===== config.mk =====
export PLATFORM = sky130hd
export DESIGN_NAME = bht_table
export DESIGN_NICKNAME = d
export VERILOG_FILES = /design/src/rtl/bht_pkg.sv /design/src/rtl/bht_entry.sv /design/src/rtl/bht_table.sv
export SDC_FILE = /design/constraint.sdc
export NUM_CORES = 2
export LEC_CHECK = 0
export CORE_MARGIN = 4
export CORE_UTILIZATION = 55
export CTS_CLUSTER_SIZE = 12
export DETAILED_ROUTE_END_ITERATION = 8
export HOLD_SLACK_MARGIN = 0.08
export PLACE_DENSITY_LB_ADDON = 0.3
export SYNTH_ARGS = -nofsm -noshare
export SYNTH_HDL_FRONTEND = slang
export SYNTH_SLANG_ARGS = --single-unit

===== constraint.sdc =====
create_clock -name clk -period 20.5 [get_ports clk]
set_input_delay 4.1 -clock clk [delete_from_list [all_inputs] [get_ports clk]]
set_output_delay 4.1 -clock clk [all_outputs]
set_load 0.05 [all_outputs]

===== src/rtl/bht_pkg.sv =====
// ============================================================================
//  Module      : bht_pkg
//  Description : Shared counter encodings and saturating-update helper for
//                the branch history table.
//  Revision    : 1.0  initial release
// ============================================================================
`default_nettype none

package bht_pkg;

    localparam logic [1:0] SNT       = 2'b00;
    localparam logic [1:0] WNT       = 2'b01;
    localparam logic [1:0] WT        = 2'b10;
    localparam logic [1:0] STT       = 2'b11;
    localparam logic [1:0] CNT_RESET = WT;

    function automatic logic [1:0] sat_update(input logic [1:0] cnt, input logic taken);
        logic [1:0] w_next;
        if (taken) begin
            w_next = (cnt == STT) ? STT : cnt + 2'd1;
        end else begin
            w_next = (cnt == SNT) ? SNT : cnt - 2'd1;
        end
        return w_next;
    endfunction

endpackage

`default_nettype wire


===== src/rtl/bht_entry.sv =====
// ============================================================================
//  Module      : bht_entry
//  Description : One BHT row: valid, tag, target, 2-bit counter and age, with
//                the IF and EX tag compares.
//  Revision    : 1.0  initial release
// ============================================================================
`default_nettype none

module bht_entry
    import bht_pkg::*;
#(
    parameter int TAG_BITS = 12,
    parameter int AGE_BITS = 15
) (
    input  logic                clk,
    input  logic                rst,
    input  logic                flush,
    input  logic [TAG_BITS-1:0] if_tag,
    input  logic [TAG_BITS-1:0] ex_tag,
    input  logic                ex_taken,
    input  logic [31:0]         ex_target,
    input  logic                train,
    input  logic                alloc,
    output logic                valid,
    output logic                if_hit,
    output logic                ex_hit,
    output logic                pred,
    output logic [31:0]         target,
    output logic [AGE_BITS-1:0] age
);

    localparam logic [AGE_BITS-1:0] c_age_one = AGE_BITS'(1);

    logic                r_valid;
    logic [TAG_BITS-1:0] r_tag;
    logic [31:0]         r_target;
    logic [1:0]          r_cnt;
    logic [AGE_BITS-1:0] r_age;

    assign if_hit = r_valid && (r_tag == if_tag);
    assign ex_hit = r_valid && (r_tag == ex_tag);
    assign valid  = r_valid;
    assign pred   = r_cnt[1];
    assign target = r_target;
    assign age    = r_age;

    always_ff @(posedge clk) begin
        if (rst || flush) begin
            r_valid  <= 1'b0;
            r_tag    <= '0;
            r_target <= '0;
            r_cnt    <= CNT_RESET;
            r_age    <= '0;
        end else if (alloc) begin
            r_valid  <= 1'b1;
            r_tag    <= ex_tag;
            r_target <= ex_target;
            r_cnt    <= CNT_RESET;
            r_age    <= '0;
        end else if (train && ex_hit) begin
            r_cnt <= sat_update(r_cnt, ex_taken);
            if (ex_taken) begin
                r_target <= ex_target;
            end
            r_age <= '0;
        end else if (r_valid) begin
            // Recently fetched rows stay young; idle rows age toward eviction.
            if (if_hit) begin
                r_age <= '0;
            end else if (r_age != '1) begin
                r_age <= r_age + c_age_one;
            end
        end
    end

endmodule

`default_nettype wire


===== src/rtl/bht_table.sv =====
// ============================================================================
//  Module      : bht_table
//  Description : Fully associative branch history table with age-based victim
//                selection. Optional counters enabled by BHT_STATS_EN.
//  Revision    : 1.0  initial release
// ============================================================================
`default_nettype none

module bht_table
    import bht_pkg::*;
#(
    parameter int ENTRIES  = 8,
    parameter int TAG_BITS = 12,
    parameter int AGE_BITS = 15
) (
    input  logic        clk,
    input  logic        rst,
    input  logic        flush,
    input  logic [31:0] if_pc,
    output logic        pred_hit,
    output logic        pred_taken,
    output logic [31:0] pred_target,
    input  logic        ex_branch,
    input  logic [31:0] ex_pc,
    input  logic        ex_taken,
    input  logic [31:0] ex_target
`ifdef BHT_STATS_EN
    ,
    output logic [31:0] stat_lookups,
    output logic [31:0] stat_hits,
    output logic [31:0] stat_mispred
`endif
);

    localparam int c_idx_w = $clog2(ENTRIES);

    logic [ENTRIES-1:0]  w_valid;
    logic [ENTRIES-1:0]  w_if_hit;
    logic [ENTRIES-1:0]  w_ex_hit;
    logic [ENTRIES-1:0]  w_pred;
    logic [ENTRIES-1:0]  w_alloc;
    logic [31:0]         w_target [ENTRIES];
    logic [AGE_BITS-1:0] w_age    [ENTRIES];

    logic                w_train;
    logic                w_ex_any;
    logic                w_do_alloc;
    logic [c_idx_w-1:0]  w_victim;
    logic                w_free_found;
    logic [AGE_BITS-1:0] w_max_age;
    logic                w_unused;

    assign w_unused   = ^{if_pc[31:TAG_BITS], ex_pc[31:TAG_BITS]};
    assign w_train    = ex_branch && !flush;
    assign w_ex_any   = |w_ex_hit;
    assign w_do_alloc = ex_branch && ex_taken && !w_ex_any && !flush;

    for (genvar g = 0; g < ENTRIES; g++) begin : g_row
        assign w_alloc[g] = w_do_alloc && (w_victim == c_idx_w'(g));

        bht_entry #(
            .TAG_BITS (TAG_BITS),
            .AGE_BITS (AGE_BITS)
        ) u_entry (
            .clk       (clk),
            .rst       (rst),
            .flush     (flush),
            .if_tag    (if_pc[TAG_BITS-1:0]),
            .ex_tag    (ex_pc[TAG_BITS-1:0]),
            .ex_taken  (ex_taken),
            .ex_target (ex_target),
            .train     (w_train),
            .alloc     (w_alloc[g]),
            .valid     (w_valid[g]),
            .if_hit    (w_if_hit[g]),
            .ex_hit    (w_ex_hit[g]),
            .pred      (w_pred[g]),
            .target    (w_target[g]),
            .age       (w_age[g])
        );
    end

    // Free rows first; otherwise the oldest row, strict '>' keeps lowest index on ties.
    always_comb begin
        w_victim     = '0;
        w_free_found = 1'b0;
        w_max_age    = '0;
        for (int i = 0; i < ENTRIES; i++) begin
            if (!w_valid[i] && !w_free_found) begin
                w_victim     = c_idx_w'(i);
                w_free_found = 1'b1;
            end
        end
        if (!w_free_found) begin
            w_max_age = w_age[0];
            for (int i = 1; i < ENTRIES; i++) begin
                if (w_age[i] > w_max_age) begin
                    w_max_age = w_age[i];
                    w_victim  = c_idx_w'(i);
                end
            end
        end
    end

    always_comb begin
        pred_hit    = |w_if_hit;
        pred_taken  = 1'b0;
        pred_target = '0;
        for (int i = 0; i < ENTRIES; i++) begin
            if (w_if_hit[i]) begin
                pred_taken  = w_pred[i];
                pred_target = w_target[i];
            end
        end
    end

`ifdef BHT_STATS_EN
    logic        w_ex_pred;
    logic        w_mispred;
    logic [31:0] r_lookups;
    logic [31:0] r_hits;
    logic [31:0] r_mispred;

    always_comb begin
        w_ex_pred = 1'b0;
        for (int i = 0; i < ENTRIES; i++) begin
            if (w_ex_hit[i]) begin
                w_ex_pred = w_pred[i];
            end
        end
    end

    assign w_mispred = ex_branch && ((w_ex_any && (w_ex_pred != ex_taken)) ||
                                     (!w_ex_any && ex_taken));

    always_ff @(posedge clk) begin
        if (rst) begin
            r_lookups <= '0;
            r_hits    <= '0;
            r_mispred <= '0;
        end else begin
            r_lookups <= r_lookups + 32'd1;
            if (pred_hit) begin
                r_hits <= r_hits + 32'd1;
            end
            if (w_mispred) begin
                r_mispred <= r_mispred + 32'd1;
            end
        end
    end

    assign stat_lookups = r_lookups;
    assign stat_hits    = r_hits;
    assign stat_mispred = r_mispred;
`endif

endmodule

`default_nettype wire


==> flow_metrics.env <==
export IMPL_io_buffers=94
export IMPL_dp_hpwl_mm=48.3
export IMPL_grt_max_degree=185
export IMPL_drtIter0Drc=2112
export IMPL_ys_seq_elements=496
export IMPL_multi_input_area_um2=17200
export IMPL_power_density_nw_per_um2=70.6
export IMPL_worst_pin_slew_ns=1.19
export IMPL_grt_pass1_wl_mm=121
export IMPL_overflow=0
export IMPL_crit_path_start_kind="flop"
export IMPL_start_util_pct=55.9
export IMPL_synth_distinct_cells=82
export IMPL_async_reset_ff_share_pct=0
export IMPL_drt_pass1_iterations=5
export IMPL_clock_latency_ns=0.63
export IMPL_setup_violations=0
export IMPL_syn_avg_cell_area_um2=7.95
export IMPL_cts_sinks=496
export IMPL_cts_inserted_buffers=53
export IMPL_skew_ns=0.0444
export IMPL_combPwrFrac_pct=14.2
export IMPL_htreeDepth=2
export IMPL_synth_top_area_share_pct=35.2
export IMPL_yosys_area_top_type="dfxtp_1"
export IMPL_area_growth_pct=10.9
export IMPL_ys_warn_count=0
export IMPL_path_class="flop to flop"
export IMPL_fmax_mhz=53.1
export IMPL_seqCellArea_um2=9930
export IMPL_critPathMaxFanout=32
export IMPL_place_gp_congestion=0.945
export IMPL_slowest_stage="a221oi_1"
export IMPL_slowest_delay_ns=0.61
export IMPL_antenna_found_initial=0
export IMPL_wl_per_cell_um=17.9
export IMPL_leakage_nw=12.1
export IMPL_cts_tree="done"
export IMPL_required_ns=21.01
export IMPL_drive_gt1_share_pct=6.24
export IMPL_rsz0062_at_grt="false"
export IMPL_nets=3727
export IMPL_vias=24900
export IMPL_syn_nets=3752
export IMPL_fin_crit_sh_pct=91.9
export IMPL_ys_seq_area_share_pct=35.2
export IMPL_synth_edff_count=0
export IMPL_yosysMostFrequentCell="nand2_1"
export IMPL_die_w_um=235
export IMPL_ios=135
export IMPL_place_worst_setup_slack_ns=1.05
export IMPL_setup_tns_ns=0
export IMPL_synthCells=3550
export IMPL_root_buffer="clkbuf_16"
export IMPL_die_area_um2=55000
export IMPL_p_clk_share_pct=42.1
export IMPL_synth_area_um2=28200
export IMPL_final_hold_violation_count=0
export IMPL_insertedDiodeCount=0
export IMPL_ir_drop_mv=0.0674
export IMPL_synthFlopType="dfxtp_1"
export IMPL_grt_pass1_vias=23100
export IMPL_finalWirelength_mm=75.8
export IMPL_rows=82
export IMPL_setup_slack_ns=1.66
export IMPL_hp_class="flop to flop"
export IMPL_maxSlewHeadroom_pct=20.0
export IMPL_cts_hold_buffers=0
export IMPL_intPower_mw=1.62
export IMPL_coreArea_um2=50500
export IMPL_holdWs_ns=0.459
export IMPL_fillers=4536
export IMPL_maxCapViolCount=0
export IMPL_seq_power_share_pct=43.7
export IMPL_worstSetupEndpointType="flop"
export IMPL_synth_area_leaders="dfxtp_1, mux2i_1, nand2_1, xnor2_1, a21oi_1"
export IMPL_arrival_ns=19.35
export IMPL_slew_violations=0
export IMPL_grt_util_all_layers_pct=26.9
export IMPL_clk_pin_slew_worst_paths_ns=0.06
export IMPL_min_period_ns=18.84
export IMPL_p_sw_share_pct=26.9
export IMPL_clk_path_buf_depth=3
export IMPL_viasPerCell=5.88
export IMPL_p_switching_mw=0.594
export IMPL_die_h_um=235
export IMPL_postRouteAntennaNets=0
export IMPL_synth_common_cells="nand2_1, dfxtp_1, a21oi_1, nor2_1, mux2i_1"
export IMPL_status="completed"
export IMPL_drc=0
export IMPL_crit_top_cell="a21oi_1"
[cells in the final DEF, fill, tap and decap left out, types with 101 or more instances in the layout]
master	instances
nand2_1	582
dfxtp_1	496
a21oi_1	327
nor2_1	284
mux2i_1	279
xnor2_1	196
nand3_1	178
o21ai_0	170
xor2_1	108
ha_1	101
[flip-flops by register name, indices dropped and copies added (netlist names)]
register and flops:
g_row.u_entry.age 120, g_row.u_entry.r_cnt 16, g_row.u_entry.valid 8, g_row.u_entry.target 256, g_row.u_entry.r_tag 96
[critical path: cells and delay by family, from the launching register on]
kind            cells  cell delay (ns)
compound gates     43             9.42
simple gates       26             3.53
fa+ha+maj           8             2.23
buf+inv            11             2.13
mux                 4             0.94
flops               1             0.45
[layout make-up]
cell class,count,share of cell area [%]
Sequential cell,496,31.7
Inverter,89,1.07
Clock inverter,8,0.368
Timing Repair Buffer,150,4.45
Tap cell,672,2.68
Clock buffer,81,4.92
Multi-Input combinational cell,2735,54.8
[layer usage]
metal,vias up,global-route usage [%],share of wire [%]
met5,-,0,0
met4,0,7.31,2.4
met3,133,5.32,8.3
met2,827,43.7,45
met1,11700,36.7,44
li1,12200,-,-
[cells by family after synthesis]
| kind of cell | Yosys count | synth area share, % |
|---|---|---|
| muxes | 310 | 11.1 |
| DFF | 496 | 35.2 |
| xor gates and xnor gates | 304 | 9.43 |
| adders and majority gates | 103 | 4.55 |
| and+or+nand+nor | 1375 | 22.2 |
| AOI/OAI and AO/OA | 643 | 13.1 |
| buffers and inverters | 319 | 4.51 |
[power groups by stage]
stage | Combinational [mW] | Sequential (mW) | Clock [mW]
after floorplan | 0.222 | 0.987 | 0
after global placement | 0.302 | 0.987 | 0
after detailed placement | 0.307 | 0.987 | 0
after CTS | 0.309 | 0.966 | 0.943
after global routing | 0.346 | 0.965 | 0.978
final | 0.314 | 0.966 | 0.931
[path summary, 6_finish.rpt]
| kind | from | endpoint | slack (ns) | cells past startpoint |
|---|---|---|---|---|
| max reg2reg | g_row[0].u_entry.age[3] | g_row[0].u_entry.target[27] | 1.66 | 92 |
| max | g_row[0].u_entry.age[3] | g_row[0].u_entry.target[27] | 1.66 | 92 |
| min | g_row[7].u_entry.target[12] | g_row[7].u_entry.target[12] | 0.46 | 2 |
| min reg2reg | g_row[7].u_entry.target[12] | g_row[7].u_entry.target[12] | 0.46 | 2 |
[per-stage QoR]
stage	power, mW	area [um2]	cells	util [%]
floorplan	1.21	28200	3550	-
global placement	1.29	29600	4138	58.6
detailed placement	1.29	29600	4138	58.6
CTS	2.22	31300	4227	61.9
global route	2.29	31300	4231	62.0
finish	2.21	31300	4231	62.0
[what timing repair did]
item / 4_1_cts / 5_1_grt
gates resized for setup: 0 / 3
buffers inserted: 0 / 4
setup endpoints to repair: 0 / 472
(Power assumes the default switching activity.)
